===== src/rtl/ex_muldiv_pkg.sv =====
// ex_muldiv_pkg: shared definitions for the RV32M/RV64M multiply/divide unit.
//   - op_e      : M-extension funct3 encodings (MULDIV_MUL .. MULDIV_REMU)
//   - state_e   : sequencer states (IDLE / CALC / DONE)
//   - regs_addr_t / REGS_ADDR_W : register-file address bus, reused for rd
//   - is_div()  : true for the four divide/remainder encodings
package ex_muldiv_pkg;

    localparam int REGS_ADDR_W = 5;
    typedef logic [REGS_ADDR_W-1:0] regs_addr_t;

    typedef enum logic [2:0] {
        MULDIV_MUL    = 3'd0,
        MULDIV_MULH   = 3'd1,
        MULDIV_MULHSU = 3'd2,
        MULDIV_MULHU  = 3'd3,
        MULDIV_DIV    = 3'd4,
        MULDIV_DIVU   = 3'd5,
        MULDIV_REM    = 3'd6,
        MULDIV_REMU   = 3'd7
    } op_e;

    typedef enum logic [1:0] {
        IDLE = 2'd0,
        CALC = 2'd1,
        DONE = 2'd2
    } state_e;

    function automatic logic is_div(input op_e op);
        return (op == MULDIV_DIV) || (op == MULDIV_DIVU) ||
               (op == MULDIV_REM) || (op == MULDIV_REMU);
    endfunction

endpackage


===== src/rtl/ex_muldiv_if.sv =====
// ex_muldiv_if: issue / write-back bundle between the ex stage and ex_muldiv.
//   Issue    (ex -> unit): i_start, i_op, i_rs1_data, i_rs2_data, i_regd_addr, i_flush
//   Status   (unit -> ex): o_busy, o_hold_req
//   Writeback(unit -> ex): o_regd_we, o_regd_w_addr, o_regd_w_data
// Modports: master = ex stage side, slave = multiply/divide unit side.
interface ex_muldiv_if
    import ex_muldiv_pkg::*;
#(
    parameter int XLEN = 32
);
    logic             i_start;
    logic [2:0]       i_op;
    logic [XLEN-1:0]  i_rs1_data;
    logic [XLEN-1:0]  i_rs2_data;
    regs_addr_t       i_regd_addr;
    logic             i_flush;
    logic             o_busy;
    logic             o_hold_req;
    logic             o_regd_we;
    regs_addr_t       o_regd_w_addr;
    logic [XLEN-1:0]  o_regd_w_data;

    modport master (
        output i_start, i_op, i_rs1_data, i_rs2_data, i_regd_addr, i_flush,
        input  o_busy, o_hold_req, o_regd_we, o_regd_w_addr, o_regd_w_data
    );

    modport slave (
        input  i_start, i_op, i_rs1_data, i_rs2_data, i_regd_addr, i_flush,
        output o_busy, o_hold_req, o_regd_we, o_regd_w_addr, o_regd_w_data
    );
endinterface


===== src/rtl/ex_muldiv_negate.sv =====
// muldiv_negate: conditional two's-complement of a W-bit value.
//   en   : 1 -> dout = -din, 0 -> dout = din
//   din  : W-bit input
//   dout : W-bit output
module muldiv_negate #(
    parameter int W = 32
) (
    input  logic         en,
    input  logic [W-1:0] din,
    output logic [W-1:0] dout
);
    assign dout = en ? (~din + W'(1)) : din;
endmodule


===== src/rtl/ex_muldiv.sv =====
// ex_muldiv: iterative RV32M/RV64M multiply/divide unit beside the ex stage.
//   i_clk   : clock, rising edge
//   i_reset : asynchronous active-low reset
//   bus     : ex_muldiv_if.slave (issue, flush, busy/hold, rd write-back)
// One bit per cycle in CALC (shift-add multiply, restoring divide) on operand
// magnitudes; signs are applied when the result is presented in DONE.
// Divide by zero and signed overflow skip CALC and write back one cycle after
// acceptance.
// Optional build macro MULDIV_FAST_MUL_EN: multiplies use a single-cycle
// multiplier and also skip CALC; divides are unchanged.
module ex_muldiv
    import ex_muldiv_pkg::*;
#(
    parameter int XLEN = 32
) (
    input  logic       i_clk,
    input  logic       i_reset,
    ex_muldiv_if.slave bus
);
    localparam int CNT_W = $clog2(XLEN) + 1;

    state_e            state, state_nxt;
    op_e               op_q;
    regs_addr_t        rd_q;
    logic [CNT_W-1:0]  cnt;
    logic [XLEN-1:0]   a_q, b_q;
    logic [2*XLEN-1:0] prod;
    logic [XLEN-1:0]   quot, rem;
    logic              neg_res, neg_rem;
    logic              spec_q;
    logic [XLEN-1:0]   spec_res;

    // Issue-side decode
    op_e               op_in;
    logic              sgn_a, sgn_b, a_neg, b_neg;
    logic [XLEN-1:0]   a_mag, b_mag;
    logic              div_zero, div_ovf, accept, special;
    logic [XLEN-1:0]   spec_val;

    assign op_in  = op_e'(bus.i_op);
    assign sgn_a  = (op_in == MULDIV_MULH) || (op_in == MULDIV_MULHSU) ||
                    (op_in == MULDIV_DIV)  || (op_in == MULDIV_REM);
    assign sgn_b  = (op_in == MULDIV_MULH) || (op_in == MULDIV_DIV) ||
                    (op_in == MULDIV_REM);
    assign a_neg  = sgn_a & bus.i_rs1_data[XLEN-1];
    assign b_neg  = sgn_b & bus.i_rs2_data[XLEN-1];
    assign accept = (state == IDLE) && bus.i_start && !bus.i_flush;

    muldiv_negate #(.W(XLEN)) u_mag_a (.en(a_neg), .din(bus.i_rs1_data), .dout(a_mag));
    muldiv_negate #(.W(XLEN)) u_mag_b (.en(b_neg), .din(bus.i_rs2_data), .dout(b_mag));

    assign div_zero = (bus.i_rs2_data == '0);
    assign div_ovf  = ((op_in == MULDIV_DIV) || (op_in == MULDIV_REM)) &&
                      (bus.i_rs1_data == {1'b1, {(XLEN-1){1'b0}}}) &&
                      (bus.i_rs2_data == '1);
    assign special  = is_div(op_in) && (div_zero || div_ovf);

    always_comb begin
        spec_val = '0;
        if (div_zero) begin
            spec_val = ((op_in == MULDIV_DIV) || (op_in == MULDIV_DIVU)) ? '1 : bus.i_rs1_data;
        end else if (op_in == MULDIV_DIV) begin
            spec_val = bus.i_rs1_data;
        end
    end

`ifdef MULDIV_FAST_MUL_EN
    logic signed [XLEN:0]     fast_a, fast_b;
    logic        [2*XLEN-1:0] fast_prod;

    assign fast_a    = {a_neg, bus.i_rs1_data};
    assign fast_b    = {b_neg, bus.i_rs2_data};
    assign fast_prod = $signed({{(XLEN-1){fast_a[XLEN]}}, fast_a}) *
                       $signed({{(XLEN-1){fast_b[XLEN]}}, fast_b});
`endif

    // One iteration step for each algorithm
    logic [XLEN:0]     mul_sum;
    logic [2*XLEN-1:0] prod_step;
    logic [XLEN:0]     div_shift, div_diff;
    logic [XLEN-1:0]   quot_step, rem_step;

    always_comb begin
        mul_sum   = {1'b0, prod[2*XLEN-1:XLEN]} + (prod[0] ? {1'b0, a_q} : '0);
        prod_step = {mul_sum, prod[XLEN-1:1]};
        div_shift = {rem, quot[XLEN-1]};
        div_diff  = div_shift - {1'b0, b_q};
        // Restore (keep the shifted remainder) when the trial subtract borrows
        if (div_diff[XLEN]) begin
            rem_step  = div_shift[XLEN-1:0];
            quot_step = {quot[XLEN-2:0], 1'b0};
        end else begin
            rem_step  = div_diff[XLEN-1:0];
            quot_step = {quot[XLEN-2:0], 1'b1};
        end
    end

    // Sequencer
    always_ff @(posedge i_clk or negedge i_reset) begin
        if (!i_reset) state <= IDLE;
        else          state <= state_nxt;
    end

    always_comb begin
        state_nxt = state;
        case (state)
            IDLE: begin
                if (accept) begin
                    if (special) begin
                        state_nxt = DONE;
`ifdef MULDIV_FAST_MUL_EN
                    end else if (!is_div(op_in)) begin
                        state_nxt = DONE;
`endif
                    end else begin
                        state_nxt = CALC;
                    end
                end
            end
            CALC: begin
                if (bus.i_flush)              state_nxt = IDLE;
                else if (cnt == CNT_W'(1))    state_nxt = DONE;
            end
            DONE:    state_nxt = IDLE;
            default: state_nxt = IDLE;
        endcase
    end

    // Operand latch and iteration datapath
    always_ff @(posedge i_clk or negedge i_reset) begin
        if (!i_reset) begin
            op_q     <= MULDIV_MUL;
            rd_q     <= '0;
            cnt      <= '0;
            a_q      <= '0;
            b_q      <= '0;
            prod     <= '0;
            quot     <= '0;
            rem      <= '0;
            neg_res  <= 1'b0;
            neg_rem  <= 1'b0;
            spec_q   <= 1'b0;
            spec_res <= '0;
        end else begin
            case (state)
                IDLE: begin
                    if (accept) begin
                        op_q     <= op_in;
                        rd_q     <= bus.i_regd_addr;
                        cnt      <= CNT_W'(XLEN);
                        a_q      <= a_mag;
                        b_q      <= b_mag;
                        quot     <= a_mag;
                        rem      <= '0;
                        neg_res  <= a_neg ^ b_neg;
                        neg_rem  <= a_neg;
                        spec_q   <= special;
                        spec_res <= spec_val;
`ifdef MULDIV_FAST_MUL_EN
                        // Fast product is already signed; no correction in DONE
                        if (!is_div(op_in)) begin
                            prod    <= fast_prod;
                            neg_res <= 1'b0;
                        end else begin
                            prod    <= {{XLEN{1'b0}}, b_mag};
                        end
`else
                        prod     <= {{XLEN{1'b0}}, b_mag};
`endif
                    end
                end
                CALC: begin
                    cnt <= cnt - CNT_W'(1);
                    if (is_div(op_q)) begin
                        quot <= quot_step;
                        rem  <= rem_step;
                    end else begin
                        prod <= prod_step;
                    end
                end
                default: ;
            endcase
        end
    end

    // Result sign correction and selection
    logic [2*XLEN-1:0] prod_fix;
    logic [XLEN-1:0]   div_sel, div_fix, result;
    logic              div_is_quot;

    assign div_is_quot = (op_q == MULDIV_DIV) || (op_q == MULDIV_DIVU);
    assign div_sel     = div_is_quot ? quot : rem;

    muldiv_negate #(.W(2*XLEN)) u_fix_prod (.en(neg_res), .din(prod), .dout(prod_fix));
    // Quotient follows the operand sign difference; remainder follows the dividend
    muldiv_negate #(.W(XLEN)) u_fix_div (
        .en  (div_is_quot ? neg_res : neg_rem),
        .din (div_sel),
        .dout(div_fix)
    );

    always_comb begin
        if (spec_q)                  result = spec_res;
        else if (is_div(op_q))       result = div_fix;
        else if (op_q == MULDIV_MUL) result = prod_fix[XLEN-1:0];
        else                         result = prod_fix[2*XLEN-1:XLEN];
    end

    logic we;
    assign we                = (state == DONE) && !bus.i_flush;
    assign bus.o_regd_we     = we;
    assign bus.o_regd_w_addr = we ? rd_q : '0;
    assign bus.o_regd_w_data = we ? result : '0;
    assign bus.o_busy        = (state != IDLE);
    assign bus.o_hold_req    = ((state == IDLE) && bus.i_start) ||
                               (state == CALC) || (state == DONE);

endmodule


===== src/flat_wrapper.sv =====
// flat-port wrapper written by rule: the top's interface ports become plain ports
module ex_muldiv_flat import ex_muldiv_pkg::*;
#(
    parameter int XLEN = 32
)
  (i_clk, i_reset, bus_i_start, bus_i_op, bus_i_rs1_data, bus_i_rs2_data, bus_i_regd_addr, bus_i_flush, bus_o_busy, bus_o_hold_req, bus_o_regd_we, bus_o_regd_w_addr, bus_o_regd_w_data);
  ex_muldiv_if #(.XLEN(XLEN)) bus_i ();
  input  logic i_clk;
  input  logic i_reset;
  input wire logic [$bits(bus_i.i_start)-1:0] bus_i_start;
  input wire logic [$bits(bus_i.i_op)-1:0] bus_i_op;
  input wire logic [$bits(bus_i.i_rs1_data)-1:0] bus_i_rs1_data;
  input wire logic [$bits(bus_i.i_rs2_data)-1:0] bus_i_rs2_data;
  input wire logic [$bits(bus_i.i_regd_addr)-1:0] bus_i_regd_addr;
  input wire logic [$bits(bus_i.i_flush)-1:0] bus_i_flush;
  output wire logic [$bits(bus_i.o_busy)-1:0] bus_o_busy;
  output wire logic [$bits(bus_i.o_hold_req)-1:0] bus_o_hold_req;
  output wire logic [$bits(bus_i.o_regd_we)-1:0] bus_o_regd_we;
  output wire logic [$bits(bus_i.o_regd_w_addr)-1:0] bus_o_regd_w_addr;
  output wire logic [$bits(bus_i.o_regd_w_data)-1:0] bus_o_regd_w_data;
  assign bus_i.i_start = bus_i_start;
  assign bus_i.i_op = bus_i_op;
  assign bus_i.i_rs1_data = bus_i_rs1_data;
  assign bus_i.i_rs2_data = bus_i_rs2_data;
  assign bus_i.i_regd_addr = bus_i_regd_addr;
  assign bus_i.i_flush = bus_i_flush;
  assign bus_o_busy = bus_i.o_busy;
  assign bus_o_hold_req = bus_i.o_hold_req;
  assign bus_o_regd_we = bus_i.o_regd_we;
  assign bus_o_regd_w_addr = bus_i.o_regd_w_addr;
  assign bus_o_regd_w_data = bus_i.o_regd_w_data;
  ex_muldiv #(.XLEN(XLEN)) u_core (.i_clk(i_clk), .i_reset(i_reset), .bus(bus_i));
endmodule

===== config.mk =====
export PLATFORM = sky130hd
export DESIGN_NAME = ex_muldiv_flat
export DESIGN_NICKNAME = d
export VERILOG_FILES = /design/src/rtl/ex_muldiv_pkg.sv /design/src/rtl/ex_muldiv_if.sv /design/src/rtl/ex_muldiv_negate.sv /design/src/rtl/ex_muldiv.sv /design/src/flat_wrapper.sv
export SDC_FILE = /design/constraint.sdc
export NUM_CORES = 1
export LEC_CHECK = 0
export ABC_CLOCK_PERIOD_IN_PS = 11900
export CORE_MARGIN = 5
export CORE_UTILIZATION = 65
export CTS_BUF_LIST = sky130_fd_sc_hd__clkbuf_16
export DETAILED_ROUTE_END_ITERATION = 7
export GPL_TIMING_DRIVEN = 1
export PLACE_DENSITY = 0.93
export REMOVE_ABC_BUFFERS = 1
export SYNTH_ARGS = -nofsm -noshare
export SYNTH_HDL_FRONTEND = slang
export SYNTH_HIERARCHICAL = 1
export SYNTH_SLANG_ARGS = --single-unit

===== constraint.sdc =====
create_clock -name i_clk -period 11.9 [get_ports i_clk]
set_input_delay 3.57 -clock i_clk [delete_from_list [all_inputs] [get_ports i_clk]]
set_output_delay 3.57 -clock i_clk [all_outputs]
set_load 0.02 [all_outputs]

# ---- After elaboration in Yosys (flattened, before gate mapping)
# Cells that the tools add are included.
dict set report word_totals {
  reg_bits 243
  input_bits 76
  wordCells 111
}
dict set report op_classes {
  addsub 7
  eq_ne 19
  muxes 33
  n_bitwise 7
  n_reduce_logical 32
}
# operator n
set op_table {}
lappend op_table {{32-bit 2-to-1 mux} 17}
lappend op_table {{64-bit 2-to-1 mux} 3}
lappend op_table {{32-bit case mux with 2 select lines} 2}
lappend op_table {{64-bit case mux with 2 select lines} 1}
lappend op_table {{32-bit by 1-bit adder with 32-bit output (second input constant)} 3}
lappend op_table {{32-bit NOT} 3}
lappend op_table {{64-bit by 1-bit adder with 64-bit output (second input constant)} 1}
lappend op_table {{32-bit == test (second input constant)} 2}
lappend op_table {{64-bit NOT} 1}
lappend op_table {{32-bit by 33-bit adder with 33-bit output} 1}
lappend op_table {{33-bit by 32-bit subtractor with 33-bit output} 1}
lappend op_table {{32-bit logical NOT} 1}
lappend op_table {{3-bit == test (second input constant)} 8}
lappend op_table {{1-bit logical OR} 15}
lappend op_table {{6-bit case mux with 2 select lines} 1}
lappend op_table {{2-bit 2-to-1 mux} 4}
lappend op_table {{6-bit by 1-bit == test with 1-bit output (second input constant)} 1}
lappend op_table {{1-bit logical AND} 6}
lappend op_table {{6-bit 2-to-1 mux} 1}
lappend op_table {{2-bit AND reduction} 3}
lappend op_table {{3-bit AND reduction} 2}
lappend op_table {{6-bit by 1-bit subtractor with 6-bit output (second input constant)} 1}
lappend op_table {{5-bit 2-to-1 mux} 1}
lappend op_table {{2-bit by 1-bit != test with 1-bit output (second input constant)} 2}
lappend op_table {{14 further kinds} 17}

# ---- Longest topological paths before layout
# Gate-level depths: netlist of the first run.
dict set report depth {
  word_depth 9
  depth_mapped 14
  ltp_nobuf 13
}

# ---- Hierarchy
# Netlist of the first run, hierarchy kept.
# mod n_inst cells_each area_per_inst_um2 seq_area_each_um2
set modules_own_cells {}
lappend modules_own_cells {ex_muldiv 1 1886 15288.4 6080.8}
lappend modules_own_cells {{muldiv_negate at u_core.u_fix_div ...} 3 99 777.0 0.0}
lappend modules_own_cells {{muldiv_negate at u_core.u_fix_prod} 1 206 1649.1 0.0}

# ---- Least setup slack after synthesis of the first run
# OpenSTA, ideal clock, no wires.
dict set report synth_timing {
  kind {input to output}
  start {input bus_i_flush}
  end {output bus_o_regd_w_data[10]}
  arrival_time_ps 4657
  required_time_ps 8330
  path_slack_ps 3673
  stages 4
  path_buffers 2
  path_cell_list {or3b_2 clkbuf_1 clkbuf_1 nor2_1}
}
dict set report synth_between {
  elab_chain_len 3
}
# item line
set synth_rtl {}
lappend synth_rtl {{start, declared} flat_wrapper.sv:15} ;# input wire logic [$bits(bus_i.i_flush)-1:0] bus_i_flush;
lappend synth_rtl {{1-bit logical NOT} ex_muldiv.sv:210} ;# assign we = (state == DONE) && !bus.i_flush;
lappend synth_rtl {{1-bit logical AND} ex_muldiv.sv:210}
lappend synth_rtl {{32-bit 2-to-1 mux} ex_muldiv.sv:213} ;# assign bus.o_regd_w_data = we ? result : '0;
lappend synth_rtl {{end, declared} flat_wrapper.sv:20} ;# output wire logic [$bits(bus_i.o_regd_w_data)-1:0] bus_o_regd_w_data;
# No other way between the ends.

# ---- Final worst setup path of the first run
dict set report layout_timing {
  start {input bus_i_flush}
  end {output bus_o_regd_w_addr[0]}
}
dict set report layout_between {
  elab_chain_len 3
}
# item line
set layout_rtl {}
lappend layout_rtl {{1-bit logical NOT} ex_muldiv.sv:210}
lappend layout_rtl {{1-bit logical AND} ex_muldiv.sv:210}
lappend layout_rtl {{5-bit 2-to-1 mux} ex_muldiv.sv:212} ;# assign bus.o_regd_w_addr = we ? rd_q : '0;
lappend layout_rtl {{end, declared} flat_wrapper.sv:19} ;# output wire logic [$bits(bus_i.o_regd_w_addr)-1:0] bus_o_regd_w_addr;
# No other way between the ends.

==> impl_metrics.tcl, run 1 <==
set metrics [dict create \
    core_area_sq_um 29500 \
    drtPass1Iterations 6 \
    hold_class "reg2reg" \
    port_buffers 115 \
    rows 63 \
    drtAntennaViolNets 0 \
    wl_met3_microns 7700 \
    rsz0062_at_grt "no" \
    fin_cells 2835 \
    design_area_sq_um 21600 \
    tritoncts "yes" \
    maxCapViolCount 0 \
    ys_seq_area_frac 0.316 \
    maxSlewHeadroom 0.152 \
    drtIter0Drc 3014 \
    fillers 2198 \
    start_util 0.654 \
    post_cts_buffers 0 \
    avgSynthCellArea_sq_um 8.07 \
    p_int_w 0.00283 \
    drive_gt1_frac 0.0782 \
    cts_max_level 1 \
    finalClockSkew_ns 0.0275 \
    post_drt_wl_per_cell_microns 22.8 \
    overflow 0 \
    netlist_area_sq_um 19300 \
    seqPwrFrac 0.288 \
    first_global_vias 18600 \
    ir_worst_vdd_uv 157 \
    path_clk_slew_ns 0.06 \
    period_share 0.795 \
    grt_pass1_wl_microns 101000 \
    cts-buffers-inserted 28 \
    crit_arrival_ns 5.89 \
    top_layer "met5" \
    slew_viol_final 0 \
    layout.nets 2571 \
    cp.required_ns 8.33 \
    synth-main-ff-cell "dfrtp_1" \
    worstMarginPinSlew_ns 1.27 \
    p_clk_frac 0.174 \
    cts.sinks 243 \
    syn_to_final_growth_pct 11.9 \
    outcome "complete, no violations" \
    hold_buffers 0 \
    post-route-min-period_ns 9.46 \
    comb_power_share 0.537 \
    dp_cells 2783 \
    layout_commonest_cell "nand2_1" \
    path_class "in2out" \
    synth_cell_types 93 \
    setup_violations 0 \
    p_per_area_nw_per_um2 248 \
    die_w_microns 182 \
    yosys_warnings 6 \
    io_pins 116 \
    setup_tns_ns 0 \
    clock_latency_ns 0.59 \
    met1Wirelength_microns 24200 \
    hold_viol_final 0 \
    grt_max_degree 98 \
    synth_edf_count 0 \
    p_leak_nw 8.88 \
    grtUsageTotal 0.377 \
    drcViolationCount 0 \
    gp_congestion 1.05 \
    vias 19400 \
    clock.fmax_mhz 106 \
    p_sw_w 0.00253 \
    dieArea_sq_um 33200 \
    netlist_instances 2389 \
    endpoint_kind "output port" \
    startpoint_type "primary input" \
    clock_path_buffers 3 \
    layout_common_cells "nand2_1 (424), dfrtp_1 (240), nor2_1 (200)" \
    swShare 0.472 \
    vias_per_cell 6.83 \
    dr_wl_met2_microns 28000 \
    drt_wl_total_microns 64600 \
    cts-resized-gates 0 \
    die_h_microns 182 \
    antenna_found_initial 1 \
    dp_hpwl_microns 46400 \
    dpl_cell_area_sq_um 20600 \
    critPathMaxFanout 34 \
    synth_seq_cells 243 \
    clockRootBuffer "clkbuf_16" \
    async_reset_ff_frac 1.00 \
]
[Yosys cell counts (11+ instances only)]
| cell type | count | area [sq um] |
|---|---|---|
| o41ai_1 | 24 | 210 |
| nor3_1 | 20 | 100 |
| and2_1 | 42 | 263 |
| o41ai_2 | 16 | 260 |
| nand4_1 | 20 | 125 |
| a31oi_1 | 42 | 263 |
| nor2_1 | 201 | 754 |
| nand2b_1 | 21 | 131 |
| nor4_1 | 25 | 156 |
| ha_1 | 70 | 876 |
| o21bai_1 | 11 | 82.6 |
| dfrtp_1 | 243 | 6080 |
| nand3_1 | 29 | 145 |
| mux2i_1 | 68 | 681 |
| o21ai_0 | 195 | 976 |
| o21ai_1 | 35 | 175 |
| or2_2 | 11 | 68.8 |
| o31ai_1 | 51 | 383 |
| nor2b_1 | 13 | 81.3 |
| inv_1 | 65 | 244 |
| nor4_4 | 13 | 277 |
| o21a_1 | 12 | 90.1 |
| buf_1 | 15 | 56.3 |
| nand2_1 | 426 | 1600 |
| clkbuf_1 | 106 | 398 |
| or3_1 | 14 | 87.6 |
| xor2_1 | 22 | 193 |
| mux2_2 | 33 | 372 |
| xnor2_1 | 184 | 1610 |
| a21oi_1 | 195 | 976 |
| a21o_1 | 20 | 150 |
[final timing paths]
path	endpoint	slack, ns	from	cells past startpoint
max	bus_o_regd_w_addr[0]	2.44	bus_i_flush	5
min	u_core/a_q[16]	0.47	u_core/a_q[16]	2
max reg2reg	u_core/rem[0]	7.85	u_core/quot[31]	13
min reg2reg	u_core/a_q[16]	0.47	u_core/a_q[16]	2
max in group asynchronous	u_core/spec_res[11]	7.34	i_reset	2
min in group asynchronous	u_core/b_q[19]	3.06	i_reset	1
[metal layers]
layer / track usage / up-vias
met5: 0 / -
met4: 0.214 / 2
met3: 0.0821 / 274
met2: 0.575 / 1369
met1: 0.497 / 9227
li1: - / 8501
[worst max-delay path, cell delays in order]
cell and delay [ns]:
clkdlybuf4s50_1 0.47, or3b_2 0.83, inv_1 0.25, and2_1 0.16
clkdlybuf4s50_1 0.60
[cell type report]
type                            count  area (sq um)  area share
Clock buffer                       28           701      0.0325
Multi-Input combinational cell   1951         12400       0.577
Timing Repair Buffer              134          1300      0.0602
Inverter                           65           244      0.0113
Antenna cell                        1          2.50    0.000116
Tap cell                          390           488      0.0226
Sequential cell                   243          6080       0.282
Clock inverter                     23           293      0.0136
[through the flow]
step | power [W] | util | hold WS [ns] | worst slack (ns)
finish | 0.00535 | 0.731 | 0.475 | 2.44
CTS | 0.00524 | 0.731 | 0.472 | 2.45
global placement | 0.00414 | 0.698 | 0.453 | 2.54
detailed placement | 0.00427 | 0.698 | 0.457 | 2.46
global route | 0.00565 | 0.731 | 0.493 | 2.34
floorplan | 0.00346 | - | 0.437 | 2.52
[flip-flops by register name (all words and copies together), names as in the netlist, 2 cells and up]
| signal | cells |
|---|---|
| u_core/rd_q | 5 |
| u_core/rem | 32 |
| u_core/state | 2 |
| u_core/op_q | 3 |
| u_core/spec_res | 32 |
| u_core/quot | 32 |
| u_core/prod | 64 |
| u_core/a_q | 32 |
| u_core/cnt | 6 |
| u_core/b_q | 32 |
[power groups by stage]
stage / Clock (W) / Sequential, W / Combinational [W]
floorplan: 0 / 0.00141 / 0.00206
finish: 0.000934 / 0.00154 / 0.00288
global placement: 0 / 0.00151 / 0.00263
detailed placement: 0 / 0.00153 / 0.00274
global route: 0.000973 / 0.00157 / 0.00311
CTS: 0.000940 / 0.00152 / 0.00278
[logic make-up after synthesis]
group | after synthesis | share of synthesized area
fa+ha+maj | 72 | 0.0475
mux | 101 | 0.0546
compound gates | 663 | 0.216
flops | 243 | 0.316
simple gates | 909 | 0.232
buf+inv | 195 | 0.0404
xor+xnor | 206 | 0.0936
No activity file was read; power rests on OpenSTA's default activity.
==> run 2, diff against run 1 <==
ABC_CLOCK_PERIOD_IN_PS = 7600   (was 11900)
CORE_UTILIZATION = 56   (was 65)
PLACE_DENSITY = 0.86   (was 0.93)
clock period = 7.6 ns   (was 11.9 ns; I/O delays follow)
==> impl_metrics.tcl, run 2 (synthesis results as in run 1) <==
set metrics [dict create \
    core_area_sq_um 34300 \
    min_path_cells 2 \
    hold_buffers 0 \
    grtUsageTotal 0.316 \
    cp.required_ns 5.32 \
    setup_ws_ns 0.377 \
    rows 68 \
    port_buffers 115 \
    dp_cells 2849 \
    regMostFlops "u_core/prod" \
    drt_wl_total_microns 63100 \
    swShare 0.473 \
    p_int_w 0.00434 \
    multi_input_area_sq_um 12500 \
    layout_commonest_cell "nand2_1" \
    critPathMaxFanout 35 \
    worstMarginPinSlew_ns 1.27 \
    reg2reg_depth 13 \
    post-route-min-period_ns 7.22 \
    path_clk_slew_ns 0.06 \
    holdPathEnd "u_core/a_q[31]" \
    rsz0062_at_grt "no" \
    post_cts_buffers 0 \
    r2r_slack_ns 3.45 \
    layout_common_cells "nand2_1 (424), dfrtp_1 (240), nor2_1 (199)" \
    p_per_area_nw_per_um2 381 \
    maxCapViolCount 0 \
    dieArea_sq_um 38200 \
    busiest_layer "met2" \
    met2_usage 0.479 \
    fillers 2830 \
    finalPower_w 0.00823 \
    gp_congestion 1.07 \
    post_drt_wl_per_cell_microns 21.7 \
    slew_viol_final 0 \
    comb_power_share 0.544 \
    overflow 0 \
    layout.nets 2573 \
    antenna_found_initial 0 \
    p_sw_w 0.00389 \
    drtPass1Iterations 6 \
    finalClockSkew_ns 0.0269 \
    p_leak_nw 8.88 \
    endpoint_kind "output port" \
    seqPwrFrac 0.287 \
    p_clk_frac 0.168 \
    grt_max_degree 121 \
    drtIter0Drc 2379 \
    fin_cells 2904 \
    syn_to_final_growth_pct 12.0 \
    clock_path_buffers 3 \
    whs_ns 0.467 \
    clock_latency_ns 0.59 \
    clock.fmax_mhz 138 \
    drive_gt1_frac 0.0772 \
    clockRootBuffer "clkbuf_16" \
    first_global_vias 17800 \
    hold_class "reg2reg" \
    worst_r2r_endpoint "u_core/rem[0]" \
    vias_per_cell 6.44 \
    dp_hpwl_microns 46200 \
    period_share 0.950 \
    worstHoldStart "u_core/a_q[31]" \
    die_w_microns 195 \
    outcome "complete, no violations" \
    cts.sinks 243 \
    met3_usage 0.0654 \
    grt_util_met1 0.418 \
    post-place-ws_ns 0.835 \
    drcViolationCount 0 \
    cts_max_level 1 \
    ir_worst_vdd_uv 264 \
    r2r_start "u_core/quot[31]" \
    tritoncts "yes" \
    seqCellArea_sq_um 6080 \
    startpoint_type "flip-flop" \
    cts-buffers-inserted 29 \
    largest_reg_flops 64 \
    vias 18700 \
    drtAntennaViolNets 0 \
    die_h_microns 195 \
    maxSlewHeadroom 0.153 \
    hold_viol_final 0 \
    grt_pass1_wl_microns 97800 \
    cts-resized-gates 0 \
    crit_arrival_ns 4.94 \
    setup_violations 0 \
    io_pins 116 \
    path_class "reg2out" \
    start_util 0.562 \
]
==> run 2: changes by cell type in the layout (fill, tap and decap cells not counted) <==
cell and change:
clkinv_16 -1, clkinv_4 -1, bufinv_16 -3, clkinvlp_4 -1, clkbuf_16 +1, buf_4 +1, nor2_1 -1, nor2_2 +1
inv_1 +4, clkinv_1 +3, inv_16 +1
==> run 2: final cells by class <==
| cell class | instances | share of cell area |
|---|---|---|
| multi-input combinational | 1951 | 0.577 |
| timing repair buffer | 135 | 0.0605 |
| clock buffer | 29 | 0.0336 |
| sequential | 243 | 0.282 |
| tap | 455 | 0.0264 |
| clock inverter | 25 | 0.00939 |
| antenna | 1 | 0.000116 |
| inverter | 65 | 0.0113 |
==> run 2: worst max path at each step <==
stage / slack [ns] / cells past startpoint / start / endpoint
6_report: 0.38 / 15 / u_core/op_q[1] / bus_o_regd_w_data[30]
5_1_grt: 0.27 / 15 / u_core/op_q[1] / bus_o_regd_w_data[30]
4_1_cts: 0.60 / 15 / u_core/op_q[1] / bus_o_regd_w_data[30]
3_5_place_dp: 0.84 / 5 / bus_i_flush / bus_o_regd_w_data[28]
3_3_place_gp: 0.89 / 5 / bus_i_flush / bus_o_regd_w_data[26]
2_1_floorplan: -0.49 / 4 / bus_i_start / u_core/rem[0]
==> run 2: power by group through the flow <==
stage | combinational [W] | clock (W) | sequential, W
after floorplan | 0.00322 | 0 | 0.00220
after global placement | 0.00418 | 0 | 0.00234
after detailed placement | 0.00432 | 0 | 0.00236
after CTS | 0.00435 | 0.00139 | 0.00234
after global routing | 0.00486 | 0.00145 | 0.00242
final | 0.00448 | 0.00138 | 0.00237
==> run 2: critical path, stage by stage, from the launching register on <==
cell,delay (ns)
dfrtp_1,0.32
buf_4,0.29
nand2b_1,0.16
buf_4,0.41
mux2_2,0.48
inv_1,0.08
ha_1,0.19
nor2b_1,0.40
nand2_1,0.20
o41ai_1,0.59
xnor2_1,0.18
a21oi_1,0.13
nor2_1,0.15
a21oi_1,0.06
nor2_1,0.11
clkdlybuf4s50_1,0.61
==> run 2: routing by layer <==
metal	vias to the layer above	share of wire
met5	-	0
met4	0	0.069
li1	8539	-
met1	8919	0.39
met3	199	0.10
met2	1041	0.44
==> run 2: stage by stage <==
step / TNS [ns] / utilization / cell area, sq um
after floorplan: -20.56 / - / 18700
after global placement: 0 / 0.602 / 20700
after detailed placement: 0 / 0.602 / 20700
after CTS: 0 / 0.629 / 21600
after global routing: 0 / 0.629 / 21600
final: 0 / 0.630 / 21600
